===== config.mk =====
export PLATFORM = sky130hd
export DESIGN_NAME = mem_stage_flat
export DESIGN_NICKNAME = d
export VERILOG_FILES = /design/src/rtl/mem_stage_if.sv /design/src/rtl/mem_stage.sv /design/src/flat_wrapper.sv
export SDC_FILE = /design/constraint.sdc
export NUM_CORES = 1
export LEC_CHECK = 0
export BUFFER_PORTS_ARGS = -buffer_cell sky130_fd_sc_hd__clkbuf_2
export CAP_MARGIN = 20
export CORE_ASPECT_RATIO = 1.5
export CORE_MARGIN = 4
export CORE_UTILIZATION = 30
export CTS_BUF_LIST = sky130_fd_sc_hd__clkbuf_8
export CTS_CLUSTER_DIAMETER = 50
export CTS_CLUSTER_SIZE = 30
export DETAILED_ROUTE_END_ITERATION = 12
export HOLD_SLACK_MARGIN = 0.06
export PLACE_DENSITY = 0.53
export SLEW_MARGIN = 20
export SYNTH_ARGS = -nofsm -noshare
export SYNTH_HDL_FRONTEND = slang
export SYNTH_SLANG_ARGS = --single-unit

===== constraint.sdc =====
create_clock -name clk -period 3.7 [get_ports clk]
set_input_delay 0.555 -clock clk [delete_from_list [all_inputs] [get_ports clk]]
set_output_delay 0.555 -clock clk [all_outputs]
set_load 0.02 [all_outputs]

===== src/rtl/mem_stage_if.sv =====
//------------------------------------------------------------------------------
// Module  : mem_stage_if
// Purpose : Bundles the EX/MEM inputs, data-memory port and MEM/WB outputs
//           of the memory-access stage.
// Rev     : 1.0  initial release
//------------------------------------------------------------------------------
`default_nettype none

interface mem_stage_if #(
  parameter int WbSize = 4,
  parameter int ADDR_W = 12
);
  // EX/MEM side
  logic              i_valid;
  logic              i_MemRead;
  logic              i_MemWrite;
  logic              i_Word32;
  logic [1:0]        i_StackOp;
  logic [15:0]       i_Addr;
  logic [31:0]       i_WrData;
  logic [WbSize-1:0] i_WB;
  logic [15:0]       i_alu;
  logic [2:0]        i_Rdst;
  // data-memory side
  logic [ADDR_W-1:0] o_DmAddr;
  logic              o_DmWrEn;
  logic [15:0]       o_DmWrData;
  logic [15:0]       i_DmRdData;
  // hazard / status
  logic              o_Stall;
  logic [ADDR_W-1:0] o_SP;
  // MEM/WB side
  logic [WbSize-1:0] o_WB;
  logic [31:0]       o_MemData;
  logic [15:0]       o_alu;
  logic [2:0]        o_Rdst;

  // Stage view: consumes i_* and produces o_*
  modport slave (
    input  i_valid, i_MemRead, i_MemWrite, i_Word32, i_StackOp, i_Addr,
           i_WrData, i_WB, i_alu, i_Rdst, i_DmRdData,
    output o_DmAddr, o_DmWrEn, o_DmWrData, o_Stall, o_SP, o_WB,
           o_MemData, o_alu, o_Rdst
  );

  // Environment view: pipeline + memory surrounding the stage
  modport master (
    output i_valid, i_MemRead, i_MemWrite, i_Word32, i_StackOp, i_Addr,
           i_WrData, i_WB, i_alu, i_Rdst, i_DmRdData,
    input  o_DmAddr, o_DmWrEn, o_DmWrData, o_Stall, o_SP, o_WB,
           o_MemData, o_alu, o_Rdst
  );
endinterface

`default_nettype wire


===== src/rtl/mem_stage.sv =====
//------------------------------------------------------------------------------
// Module  : mem_stage
// Purpose : Memory-access pipeline stage. Drives a 16-bit data memory, owns
//           the stack pointer, and splits 32-bit accesses into two cycles
//           (word A in IDLE with an upstream stall, word B in SECOND).
// Rev     : 1.0  initial release
//------------------------------------------------------------------------------
`default_nettype none

module mem_stage #(
  parameter int              WbSize   = 4,
  parameter int              ADDR_W   = 12,
  parameter logic [ADDR_W-1:0] SP_RESET = {ADDR_W{1'b1}}
) (
  input  logic        clk,
  input  logic        rst,
  mem_stage_if.slave  bus
);

  typedef enum logic [0:0] {
    S_IDLE   = 1'b0,
    S_SECOND = 1'b1
  } state_t;

  state_t            state_q, state_d;
  logic [ADDR_W-1:0] sp_q, sp_d;
  logic [15:0]       lo_q, lo_d;       // low half captured during word A of a 32-bit read
  logic              push_q, push_d;   // operation kind held across word B
  logic              pop_q, pop_d;
  logic              wr_q, wr_d;
  logic              rd_q, rd_d;

  logic              is_push, is_pop, wr_req, rd_req;
  logic [ADDR_W-1:0] addr_in, addr_in_p1;
  logic [ADDR_W-1:0] sp_p1, sp_p2, sp_m1, sp_m2;
  logic [ADDR_W-1:0] dm_addr;
  logic              dm_we;
  logic [15:0]       dm_wdata;
  logic [31:0]       mem_data;
  logic              stall;
  logic              wb_pass;
  logic [WbSize-1:0] wb_out;
  logic              unused_addr_hi;

  assign unused_addr_hi = &{1'b0, bus.i_Addr[15:ADDR_W]};

  // Decode the incoming request; a stack op overrides the plain load/store
  // flags and a write beats a simultaneous read.
  always_comb begin
    is_push    = (bus.i_StackOp == 2'b01);
    is_pop     = (bus.i_StackOp == 2'b10);
    wr_req     = is_push | (~is_push & ~is_pop & bus.i_MemWrite);
    rd_req     = is_pop  | (~is_push & ~is_pop & bus.i_MemRead & ~bus.i_MemWrite);
    addr_in    = bus.i_Addr[ADDR_W-1:0];
    addr_in_p1 = addr_in + ADDR_W'(1);
    sp_p1      = sp_q + ADDR_W'(1);
    sp_p2      = sp_q + ADDR_W'(2);
    sp_m1      = sp_q - ADDR_W'(1);
    sp_m2      = sp_q - ADDR_W'(2);
  end

  // Next-state, SP update and all memory/writeback outputs.
  always_comb begin
    state_d  = state_q;
    sp_d     = sp_q;
    lo_d     = lo_q;
    push_d   = push_q;
    pop_d    = pop_q;
    wr_d     = wr_q;
    rd_d     = rd_q;
    dm_addr  = '0;
    dm_we    = 1'b0;
    dm_wdata = '0;
    mem_data = '0;
    stall    = 1'b0;
    wb_pass  = 1'b0;

    case (state_q)
      S_IDLE: begin
        if (bus.i_valid) begin
          wb_pass = 1'b1;
          if (wr_req || rd_req) begin
            dm_we = wr_req;
            if (is_push)     dm_addr = sp_q;
            else if (is_pop) dm_addr = sp_p1;
            else             dm_addr = addr_in;

            if (bus.i_Word32) begin
              // Word A: push writes the high half first, everything else the low half
              dm_wdata = is_push ? bus.i_WrData[31:16] : bus.i_WrData[15:0];
              stall    = 1'b1;
              wb_pass  = 1'b0;
              state_d  = S_SECOND;
              if (rd_req) lo_d = bus.i_DmRdData;
              push_d   = is_push;
              pop_d    = is_pop;
              wr_d     = wr_req;
              rd_d     = rd_req;
            end else begin
              dm_wdata = bus.i_WrData[15:0];
              if (rd_req)  mem_data = {16'h0000, bus.i_DmRdData};
              if (is_push) sp_d = sp_m1;
              if (is_pop)  sp_d = sp_p1;
            end
          end
        end
      end

      S_SECOND: begin
        // Word B completes regardless of i_valid; upstream is holding its inputs.
        wb_pass = 1'b1;
        state_d = S_IDLE;
        dm_we   = wr_q;
        if (push_q)     dm_addr = sp_m1;
        else if (pop_q) dm_addr = sp_p2;
        else            dm_addr = addr_in_p1;
        dm_wdata = push_q ? bus.i_WrData[15:0] : bus.i_WrData[31:16];
        if (rd_q)   mem_data = {bus.i_DmRdData, lo_q};
        if (push_q) sp_d = sp_m2;
        if (pop_q)  sp_d = sp_p2;
      end

      default: state_d = S_IDLE;
    endcase

    // Reset must quiet the pipeline immediately, even mid-operation.
    if (rst) begin
      stall   = 1'b0;
      dm_we   = 1'b0;
      wb_pass = 1'b0;
    end
  end

  // State, SP, low-half latch and held operation kind.
  always_ff @(posedge clk or posedge rst) begin
    if (rst) begin
      state_q <= S_IDLE;
      sp_q    <= SP_RESET;
      lo_q    <= '0;
      push_q  <= 1'b0;
      pop_q   <= 1'b0;
      wr_q    <= 1'b0;
      rd_q    <= 1'b0;
    end else begin
      state_q <= state_d;
      sp_q    <= sp_d;
      lo_q    <= lo_d;
      push_q  <= push_d;
      pop_q   <= pop_d;
      wr_q    <= wr_d;
      rd_q    <= rd_d;
    end
  end

  assign wb_out         = wb_pass ? bus.i_WB : '0;
  assign bus.o_WB       = wb_out;
  assign bus.o_DmAddr   = dm_addr;
  assign bus.o_DmWrEn   = dm_we;
  assign bus.o_DmWrData = dm_wdata;
  assign bus.o_Stall    = stall;
  assign bus.o_SP       = sp_q;
  assign bus.o_MemData  = mem_data;
  assign bus.o_alu      = bus.i_alu;
  assign bus.o_Rdst     = bus.i_Rdst;

endmodule

`default_nettype wire


===== src/flat_wrapper.sv =====
// flat-port wrapper written by rule: the top's interface ports become plain ports
module mem_stage_flat 
#(
  parameter int              WbSize   = 4,
  parameter int              ADDR_W   = 12,
  parameter logic [ADDR_W-1:0] SP_RESET = {ADDR_W{1'b1}}
)
  (clk, rst, bus_i_valid, bus_i_MemRead, bus_i_MemWrite, bus_i_Word32, bus_i_StackOp, bus_i_Addr, bus_i_WrData, bus_i_WB, bus_i_alu, bus_i_Rdst, bus_i_DmRdData, bus_o_DmAddr, bus_o_DmWrEn, bus_o_DmWrData, bus_o_Stall, bus_o_SP, bus_o_WB, bus_o_MemData, bus_o_alu, bus_o_Rdst);
  mem_stage_if #(.WbSize(WbSize), .ADDR_W(ADDR_W)) bus_i ();
  input  logic clk;
  input  logic rst;
  input wire logic [$bits(bus_i.i_valid)-1:0] bus_i_valid;
  input wire logic [$bits(bus_i.i_MemRead)-1:0] bus_i_MemRead;
  input wire logic [$bits(bus_i.i_MemWrite)-1:0] bus_i_MemWrite;
  input wire logic [$bits(bus_i.i_Word32)-1:0] bus_i_Word32;
  input wire logic [$bits(bus_i.i_StackOp)-1:0] bus_i_StackOp;
  input wire logic [$bits(bus_i.i_Addr)-1:0] bus_i_Addr;
  input wire logic [$bits(bus_i.i_WrData)-1:0] bus_i_WrData;
  input wire logic [$bits(bus_i.i_WB)-1:0] bus_i_WB;
  input wire logic [$bits(bus_i.i_alu)-1:0] bus_i_alu;
  input wire logic [$bits(bus_i.i_Rdst)-1:0] bus_i_Rdst;
  input wire logic [$bits(bus_i.i_DmRdData)-1:0] bus_i_DmRdData;
  output wire logic [$bits(bus_i.o_DmAddr)-1:0] bus_o_DmAddr;
  output wire logic [$bits(bus_i.o_DmWrEn)-1:0] bus_o_DmWrEn;
  output wire logic [$bits(bus_i.o_DmWrData)-1:0] bus_o_DmWrData;
  output wire logic [$bits(bus_i.o_Stall)-1:0] bus_o_Stall;
  output wire logic [$bits(bus_i.o_SP)-1:0] bus_o_SP;
  output wire logic [$bits(bus_i.o_WB)-1:0] bus_o_WB;
  output wire logic [$bits(bus_i.o_MemData)-1:0] bus_o_MemData;
  output wire logic [$bits(bus_i.o_alu)-1:0] bus_o_alu;
  output wire logic [$bits(bus_i.o_Rdst)-1:0] bus_o_Rdst;
  assign bus_i.i_valid = bus_i_valid;
  assign bus_i.i_MemRead = bus_i_MemRead;
  assign bus_i.i_MemWrite = bus_i_MemWrite;
  assign bus_i.i_Word32 = bus_i_Word32;
  assign bus_i.i_StackOp = bus_i_StackOp;
  assign bus_i.i_Addr = bus_i_Addr;
  assign bus_i.i_WrData = bus_i_WrData;
  assign bus_i.i_WB = bus_i_WB;
  assign bus_i.i_alu = bus_i_alu;
  assign bus_i.i_Rdst = bus_i_Rdst;
  assign bus_i.i_DmRdData = bus_i_DmRdData;
  assign bus_o_DmAddr = bus_i.o_DmAddr;
  assign bus_o_DmWrEn = bus_i.o_DmWrEn;
  assign bus_o_DmWrData = bus_i.o_DmWrData;
  assign bus_o_Stall = bus_i.o_Stall;
  assign bus_o_SP = bus_i.o_SP;
  assign bus_o_WB = bus_i.o_WB;
  assign bus_o_MemData = bus_i.o_MemData;
  assign bus_o_alu = bus_i.o_alu;
  assign bus_o_Rdst = bus_i.o_Rdst;
  mem_stage #(.WbSize(WbSize), .ADDR_W(ADDR_W), .SP_RESET(SP_RESET)) u_core (.clk(clk), .rst(rst), .bus(bus_i));
endmodule

==> metrics.md <==
| Metric | Value |
|---|---|
| Met2 Wirelength | 7.438 mm |
| Routed length on met3 | 1.006 mm |
| Clock Sinks | 33 |
| Cell with the most instances after synthesis | mux2i_1 |
| Vias | 4453 |
| Highest clock rate | 306.8 MHz |
| Total CTS buffers | 5 |
| Synth Area in Compound Gates | between 20% and 30% |
| H-tree Lvls | 2 |
| Layout cells sized above 1 | between 30 and 40% |
| Vias per cell | a little under 6 |
| Worst skew pair latency | approximately 0.30 ns |
| Clock root buffer | clkbuf_8 |
| IO Pins | roughly 190 |
| Post-Route WL | roughly 15 mm |
| Uppermost layer routed | met4 |
| Synth Area in XOR/XNOR | under 10% |
| Post-layout util | a little under two fifths |
| Setup crit end kind | output pin |
| Cells after synthesis | around 500 |
| Max_slew headroom | a little over two fifths |
| Final setup violation count | 0 |
| Register area share after synthesis | between 20% and 30% |
| Die W | 102.9 um |
| Post-route cell area | a little under 5000 sq um |
| Finished Layout Cells | 770 |
| Critical Path RT | approximately 3.1 ns |
| WL/cell | between 15 and 20 um |
| Initial antenna violation count | 0 |
| Tmin final | roughly 3.3 ns |
| Total Power | between 2 and 2.5 mW |
| Largest net degree at the start of global routing | 42 |
| Drt initial violations | roughly 280 |
| Warnings, synthesis | 0 |
| Global Route Usage Sum | around a fifth |
| Post-DP Area | around 4800 sq um |
| CTS tree | built |
| Multiplexer share of the synthesized area | 14.65% |
| Hold WC Path Type | in2async |
| Post-route clock period utilization | about nine tenths |
| DRC | 0 |
| Status | finished clean |
| Netlist Area Pre-Place | 4056 sq um |
| Synth Register Bits | 33 |
| Dpl cells | between 700 and 800 |
| Via count of the first global-routing pass | 4475 |
| Final Net Count | 712 |
| Synth area leaders | dfrtp_1 13%, mux2i_1 9.4%, dfstp_2 7.8% |
| Hpwl dp | about 11 mm |
| Port Buffers | about 150 |
| DRT Pass-1 Iters | 5 |
| Worst-path clk slew | ~0.08 ns |
| Maximum clock path buffer count | 2 |
| Die ar. | approximately 15000 sq um |
| Unrepaired setup endpoints after global routing | false |
| Worst VDD drop | about 0.24 mV |
| Layout Skew | about 0.0093 ns |
| Setup Fix Bufs, Post-CTS | 0 |
| CP Data Arrival Time | ~2.7 ns |
| Final Hold Vio Count | 0 |
| Number of synthesized flops with an enable pin | 0 |
| GRT overflow | 0 |
| Worst slew pin tran | 0.8717 ns |
| Synth Area in Simple Gates | a little over a fifth |
| Pre-CTS setup slack | 0.5812 ns |
| Largest family of logic cells by synthesized area | compound AO/OA/AOI/OAI gates |
| Max Cap Viol | 0 |
| Distinct cells, synth | between 60 and 70 |
| TNS Setup | 0 ns |
| Share of the synthesized area in the top cell type | 12.95% |
| Pins Over Slew Limit | 0 |
| Post_cts resized | 0 |
| Fraction of the mapped netlist area in adder cells | under 10% |
| Asr flop ratio synth | 100.0% |
| DRT met1 WL | around 5.7 mm |
| Routability Congestion | around 0.96 |
| Rows | 51 |
| N_diodes | 0 |
| Crit path max fanout | 11 |
| Hold buffer count at CTS | 0 |
| Die height | 150.4 um |
| Fillers | roughly 1400 |
| Hold WS | roughly 0.3 ns |
| Area growth syn-to-layout | 19.86% |
| Core footprint | 13150 sq um |
| Initial core utilization | a little under a third |
| Post-synth top cells | 38 x mux2i_1, 35 x nor2_1, 29 x nand2_1, 27 x clkbuf_1, 24 x o22ai_1 |
| Primary FF master, synth | dfrtp_1 |
| Antenna Nets Post-Route | 0 |
| Pleak | between 2 and 2.5 nW |
| P per Cell Area | about 500 nW/um^2 |
| Critical setup path kind | reg2out |
| First-pass GRT wire length | 23.04 mm |
| Worst setup SP type | flip-flop |
| Post-route setup slack | about 0.44 ns |
| Mapped Nets | roughly 600 |
| Syn_area_per_cell | roughly 8.1 sq um |
| Area leader, netlist | dfrtp_1 |
==> final timing paths <==
| kind | startpoint | end | slack [ns] | cells after the start |
|---|---|---|---|---|
| setup / recovery | u_core.bus.o_SP[0] | bus_o_DmAddr[10] | 0.44 | 8 |
| hold / removal | rst | u_core.lo_q[15] | 0.30 | 2 |
| setup reg to reg | u_core.state_q | u_core.lo_q[14] | 1.08 | 6 |
| hold reg to reg | u_core.lo_q[13] | u_core.lo_q[13] | 0.52 | 1 |
| max in group asynchronous | rst | u_core.bus.o_SP[7] | 2.63 | 3 |
| min in group clk | bus_i_DmRdData[2] | u_core.lo_q[2] | 0.51 | 2 |
==> layout make-up <==
type                            count  area [sq um]  area share (%)
Multi-Input combinational cell    391          2821           58.03
Timing Repair Buffer              162         843.3           17.34
Sequential cell                    33         840.8           17.29
Tap cell                          159         198.9           4.092
Clock buffer                        6         82.58           1.698
Inverter                           17         63.81           1.312
Clock inverter                      2         11.26          0.2316
==> registers in the layout, indices dropped and copies added (netlist names) <==
| name | count |
|---|---|
| u_core.rd_q | 1 |
| u_core.push_q | 1 |
| u_core.lo_q | 16 |
| u_core.bus.o_SP | 12 |
| u_core.wr_q | 1 |
| u_core.state_q | 1 |
| u_core.pop_q | 1 |
==> report_power, final <==
part	total (mW)	switching [mW]	internal [mW]	leakage (nW)
clock	0.296	0.148	0.149	0.0486
sequential	0.871	0.335	0.535	0.384
combinational	1.23	0.721	0.507	1.85
total	2.39	1.20	1.19	2.28
==> worst max-delay path, stage by stage (launching register included) <==
cell and delay, ns:
dfstp_2 0.44, inv_1 0.15, ha_1 0.22, nor3b_2 0.51, nand3_1 0.18, xor2_1 0.17, a221o_1 0.37, o21ai_1 0.17
clkbuf_2 0.20
==> placed cells by master, fill, tap and decap left out, drive strengths merged, types with 8 or more instances in the layout <==
master and count:
clkbuf 155, mux2i 38, nor2 36, nand2 30, o22ai 24, a21oi 24, and3 22, xnor2 22
dfrtp 21, a22o 20, mux2 19, o21ai 19, inv 18, nand3 14, xor2 13, buf 13
nor3 13, dfstp 12, o221ai 8, nor4 8
==> cells by family (layout without fill, tap and decap cells) <==
family	Yosys count	after routing
AO/OA/AOI/OAI	137	137
XOR/XNOR	35	35
adder cells (fa/ha/maj)	7	7
buffers and inverters	78	187
flip-flops	33	33
multiplexers	57	57
AND/OR/NAND/NOR	155	155
==> per-layer routing <==
layer,GRT usage [%],vias to the layer above
met5,0,-
met4,7.064,0
met3,3.616,39
met2,32.71,220
met1,22.14,2135
li1,-,2059
(Power assumes the default switching activity.)
